--- config.mk ---
export PLATFORM = sky130hd
export DESIGN_NAME = nested_loop_counter
export DESIGN_NICKNAME = d
export VERILOG_FILES = /design/src/rtl/nested_loop_counter.sv
export SDC_FILE = /design/constraint.sdc
export NUM_CORES = 1
export LEC_CHECK = 0
export BUFFER_PORTS_ARGS = -buffer_cell sky130_fd_sc_hd__buf_2
export CAP_MARGIN = 15
export CORE_MARGIN = 3
export CORE_UTILIZATION = 25
export DETAILED_ROUTE_END_ITERATION = 10
export PLACE_DENSITY = 0.42
export SYNTH_ARGS = -nofsm -noshare
export SYNTH_HDL_FRONTEND = slang
export SYNTH_SLANG_ARGS = --single-unit
--- constraint.sdc ---
create_clock -name clk -period 4.5 [get_ports clk]
set_clock_uncertainty 0.15 [all_clocks]
set_input_delay 0.45 -clock clk [delete_from_list [all_inputs] [get_ports clk]]
set_output_delay 0.45 -clock clk [all_outputs]
set_load 0.01 [all_outputs]
--- src/rtl/nested_loop_counter.sv ---
// nested_loop_counter: two-level (inner/outer) loop index generator with roll-over pulse and sticky done.
// Define NESTED_LOOP_ADV_DLY_EN to re-time adv through an ADV_DLY-deep delay line before it acts.
module nested_loop_counter #(
  parameter int INNER_W     = 6,
  parameter int OUTER_W     = 4,
  parameter int INNER_START = 1,
  parameter int INNER_LAST  = 49,
  parameter int OUTER_START = 0,
  parameter int OUTER_LAST  = 9,
  parameter int ADV_DLY     = 3
) (
  input  logic               clk,
  input  logic               loop_rst_n,
  input  logic               clr,
  input  logic               adv,
  output logic [INNER_W-1:0] inner_idx,
  output logic [OUTER_W-1:0] outer_idx,
  output logic               inner_last,
  output logic               wrap,
  output logic               done
);

  // Reject parameter sets whose ranges are empty or not representable in the index width.
  if (INNER_W < 1 || OUTER_W < 1) begin : g_bad_width
    $error("nested_loop_counter: index widths must be at least 1");
  end
  if (INNER_START < 0 || INNER_START > INNER_LAST) begin : g_bad_inner_range
    $error("nested_loop_counter: need 0 <= INNER_START <= INNER_LAST");
  end
  if (longint'(INNER_LAST) >= (longint'(1) << INNER_W)) begin : g_bad_inner_last
    $error("nested_loop_counter: INNER_LAST does not fit in INNER_W bits");
  end
  if (OUTER_START < 0 || OUTER_START > OUTER_LAST) begin : g_bad_outer_range
    $error("nested_loop_counter: need 0 <= OUTER_START <= OUTER_LAST");
  end
  if (longint'(OUTER_LAST) >= (longint'(1) << OUTER_W)) begin : g_bad_outer_last
    $error("nested_loop_counter: OUTER_LAST does not fit in OUTER_W bits");
  end
  if (ADV_DLY < 0) begin : g_bad_dly
    $error("nested_loop_counter: ADV_DLY must be non-negative");
  end

  localparam logic [INNER_W-1:0] IN_FIRST  = INNER_W'(INNER_START);
  localparam logic [INNER_W-1:0] IN_FINAL  = INNER_W'(INNER_LAST);
  localparam logic [OUTER_W-1:0] OUT_FIRST = OUTER_W'(OUTER_START);
  localparam logic [OUTER_W-1:0] OUT_FINAL = OUTER_W'(OUTER_LAST);

  typedef enum logic {
    ST_RUN,
    ST_DONE
  } state_t;

  state_t             state_q, state_d;
  logic [INNER_W-1:0] inner_q, inner_d;
  logic [OUTER_W-1:0] outer_q, outer_d;
  logic               wrap_q, wrap_d;
  logic               adv_e;
  logic               at_inner_last;
  logic               at_outer_last;

`ifdef NESTED_LOOP_ADV_DLY_EN
  if (ADV_DLY == 0) begin : g_no_dly
    assign adv_e = adv;
  end else begin : g_dly
    logic [ADV_DLY-1:0] dly_q;

    // clr flushes in-flight strobes so a restart never sees stale advances.
    always_ff @(posedge clk or negedge loop_rst_n) begin
      if (!loop_rst_n) begin
        dly_q <= '0;
      end else if (clr) begin
        dly_q <= '0;
      end else begin
        dly_q[0] <= adv;
        for (int unsigned i = 1; i < ADV_DLY; i++) begin
          dly_q[i] <= dly_q[i-1];
        end
      end
    end

    assign adv_e = dly_q[ADV_DLY-1];
  end
`else
  assign adv_e = adv;
`endif

  assign at_inner_last = (inner_q == IN_FINAL);
  assign at_outer_last = (outer_q == OUT_FINAL);

  always_ff @(posedge clk or negedge loop_rst_n) begin
    if (!loop_rst_n) begin
      state_q <= ST_RUN;
      inner_q <= IN_FIRST;
      outer_q <= OUT_FIRST;
      wrap_q  <= 1'b0;
    end else begin
      state_q <= state_d;
      inner_q <= inner_d;
      outer_q <= outer_d;
      wrap_q  <= wrap_d;
    end
  end

  // Final step only latches done: indices stay parked on their last values.
  always_comb begin
    state_d = state_q;
    inner_d = inner_q;
    outer_d = outer_q;
    wrap_d  = 1'b0;
    if (clr) begin
      state_d = ST_RUN;
      inner_d = IN_FIRST;
      outer_d = OUT_FIRST;
    end else if (adv_e) begin
      unique case (state_q)
        ST_RUN: begin
          if (!at_inner_last) begin
            inner_d = inner_q + 1'b1;
          end else if (!at_outer_last) begin
            inner_d = IN_FIRST;
            outer_d = outer_q + 1'b1;
            wrap_d  = 1'b1;
          end else begin
            state_d = ST_DONE;
          end
        end
        ST_DONE: begin
          state_d = ST_DONE;
        end
        default: begin
          state_d = state_q;
        end
      endcase
    end
  end

  assign inner_idx  = inner_q;
  assign outer_idx  = outer_q;
  assign inner_last = at_inner_last;
  assign wrap       = wrap_q;
  assign done       = (state_q == ST_DONE);

endmodule

Word-level counts from Yosys, hierarchy flattened
Index checks and enable logic that the tools add are counted.

storage, ports and cells
  output and inout bits = 13
  bits in registers = 12
  word-level logic and storage cells = 36
  input port bits = 4

cells by class
  mux-type cells = 20
  bitwise gates (word level) = 1
  reduce and logical (&&, ||, !) cells = 4
  add/sub/neg operators = 2
  equality and inequality tests = 5

operator list
  kind                                           count
  two-way mux 6 bit                              5
  two-way mux 4 bit                              5
  two-way mux 1 bit                              9
  adder 6 x 1 -> 6 bit (second input constant)   1
  == test 6 bit (second input constant)          1
  adder 4 x 1 -> 4 bit (second input constant)   1
  == test 4 bit (second input constant)          1
  inequality test 2 bit (second input constant)  2
  AND reduction 4 bit                            1
  nonzero test 2 bit                             2
  inequality test 3 bit (second input constant)  1
  AND reduction 3 bit                            1
  one-hot mux 1 bit (2 select lines)             1
  NOT 1 bit                                      1

Depth between registers and ports, before layout
  depth after elaboration = 6
  depth in mapped cells = 6
  mapped depth without buffers = 6

Least setup slack after synthesis
Ideal clock, no wire load.

  path type = reg2out
  start = register inner_q[0], in the netlist inner_idx[0]
  end = output inner_last
  required time = 3.900 ns
  arrival time = 1.213 ns
  stages on the path, launching flop included = 4
  path slack = 2.687 ns
  buffers on the path = 0
  cell sequence = dfstp_2 > ha_1 > nand4bb_1 > nor2_1

on the way
  longest elaborated chain between the ends = 1

RTL lines
  what                    RTL line  text
  start, declared         54        logic [INNER_W-1:0] inner_q, inner_d;
  start signal, assigned  98        inner_q <= inner_d;
  == test 6 bit           87        assign at_inner_last = (inner_q == IN_FINAL);
  end, declared           18        output logic inner_last,

Every way passes these cells.

Final worst setup path
Ends and elaborated chain as after synthesis.

==> out/metrics.cfg <==
[synthesis]
synth_fp_nets = 78
synth-compound-area-share = 0.108
yosys.area_share.simple = 0.283
postSynthCellCount = 70
synth_xor_xnor_area_share = 0.0390
synth_top_area_cell = dfrtp_1
syn_area_um2 = 673
synthAdderAreaFrac = 0.0743
avgSynthCellArea_um2 = 9.62
synth-seq-area-share = 0.448
synth_top_area_share = 0.409
synthTopCellsByArea = dfrtp_1, ha_1, nor2_1
ys_warn_count = 0
synth_top_family_by_area = simple AND/OR/NAND/NOR gates
synthMuxAreaShare = 0.0149
yosys.cell_types.count = 29
ys_ff_latch = 12

[critical_path]
cpPeakStageDelay_ns = 0.59
crit_type = reg -> out
start_kind = flop
path_cells = ha_1 > nand4bb_1 > nor2_1 > buf_2
cp_slowest_cell = dfstp_2
critPathArrivalTime_ns = 1.74
endpoint_kind = output pin
crit_fanout = 7
cp.required_ns = 3.90

[floorplan]
die_area_um2 = 3350
die-width_um = 57.9
ios = 17
die_height_um = 57.9
num_rows = 18
core_area_um2 = 2520
start_util = 0.267

[outcome]
outcome = completed

[worst_hold_path]
hp-class = in -> reg

[sta]
rsz0062_at_grt = no
slew_viol_final = 0
slew_headroom = 0.707
min_period_ns = 2.34
fin_crit_sh = 0.520
whs_ns = 0.308
final_hold_viol_count = 0
setup_tns_ns = 0
setup_violations = 0
fmax_mhz = 427
worstMarginPinSlew_ns = 0.436

[pwr]
ir_drop_mv = 0.159
p_per_area_nw_per_um2 = 266
p_total_w = 0.000222
leakage_nw = 0.399

[cts]
cts_max_path_buffers = 2
root_buffer = clkbuf_4
cts_max_level = 1
cts.clk_slew.worst_paths_ns = 0.08
clock_sinks = 12
cts_tree = built
cts_buffers = 3
clkLatencyLatePin_ns = 0.28

[place]
gp_congestion = 0.762
io_buffers = 16
hpwl_um = 1120
place_inst = 115

[drt]
viasPerCell = 4.63
ant_nets = 0
wl_um = 1550
wl_per_cell_um = 12.9
drt_iter0_drc = 15
drcViolationCount = 0
vias = 556
dr.pass1.iters = 4

[global_route]
grt_pass1_wl_um = 2650
grt_pass1_vias = 549
grt-ovfl-total = 0
grt_max_degree = 14
antenna_found_initial = 0
track_usage = 0.104

[finish]
antennaDiodeCount = 0
syn_to_final_growth_pct = 23.8
fin_cells = 120
drive_above_1_share = 0.244
nets = 99
layout_common_cells = buf_2, dfrtp_1, nor2_1
final_common_cell = buf_2

[job]
drv_cap = 0

## layer usage
layer,vias up,global-route usage,wire [um],part of all wire
li1,287,-,-,-
met1,255,0.145,776,0.50
met2,12,0.148,679,0.44
met3,2,0.0401,71,0.046
met4,0,0.0298,21,0.014
met5,-,0,0,0
## critical path: cells and delay by family (launching register included)
kind / cells / cell delay, ns
simple gates: 2 / 0.49
flops: 1 / 0.59
fa+ha+maj: 1 / 0.17
buf+inv: 1 / 0.20
## timing repair
| item | CTS | global route |
|---|---|---|
| hold buffers | 1 | 0 |
| gates resized for setup | 0 | 0 |
| endpoints found under the hold margin | 11 | 0 |
| buffers inserted | 0 | 0 |
## cells in the mapped netlist
cell and n:
dfrtp_1 11, nor2_1 9, a21oi_1 6, inv_1 5, nand2_1 5, ha_1 4
nand3_1 3, or3_1 3, a2bb2oi_1 2, nor3_1 2, xor2_1 2, a211oi_1 1
and2b_1 1, and4bb_1 1, clkbuf_1 1, dfstp_2 1, mux2i_1 1, nand2b_1 1
nand3b_1 1, nand4_1 1, nand4_4 1, nand4bb_1 1, nor3b_1 1, nor4_1 1
o21ai_0 1, o21ai_1 1, o31ai_1 1, or4_1 1, xnor2_1 1
## sequential cells by signal, summed over array words and instances (netlist names)
name,count
done,1
inner_idx,6
outer_idx,4
wrap,1
## area by class of cell
class,count,area (um^2)
fill,292,1690
multi-input combinational,52,349
sequential,12,302
timing repair buffer,17,90.1
tap,30,37.5
clock buffer,4,36.3
inverter,5,18.8
## cell families after synthesis
family,Yosys count
compound gates,12
xor+xnor,3
mux,1
fa+ha+maj,4
buf+inv,6
simple gates,32
flops,12
## metrics by stage
step,util,setup slack (ns),instance area (um^2)
after floorplan,-,2.69,673
after global placement,0.312,2.51,787
after detailed placement,0.312,2.47,787
after CTS,0.330,2.14,833
after global routing,0.330,2.06,833
final,0.330,2.16,833
## worst paths after layout
check	cells after the start	slack [ns]	endpoint	from
min in group asynchronous	2	0.43	inner_idx[3]	loop_rst_n
setup reg to reg	5	2.63	outer_idx[2]	inner_idx[0]
hold reg to reg	2	0.41	inner_idx[0]	inner_idx[0]
max in group asynchronous	2	3.50	inner_idx[0]	loop_rst_n
hold / removal	3	0.31	done	adv
setup / recovery	4	2.16	inner_last	inner_idx[0]
## power by group
part | switching (W) | internal, W | leakage [nW]
sequential | 0.00000376 | 0.000110 | 0.163
combinational | 0.0000117 | 0.00000741 | 0.215
clock | 0.0000393 | 0.0000492 | 0.0210
Note: power is estimated with default switching activity, not from simulation.
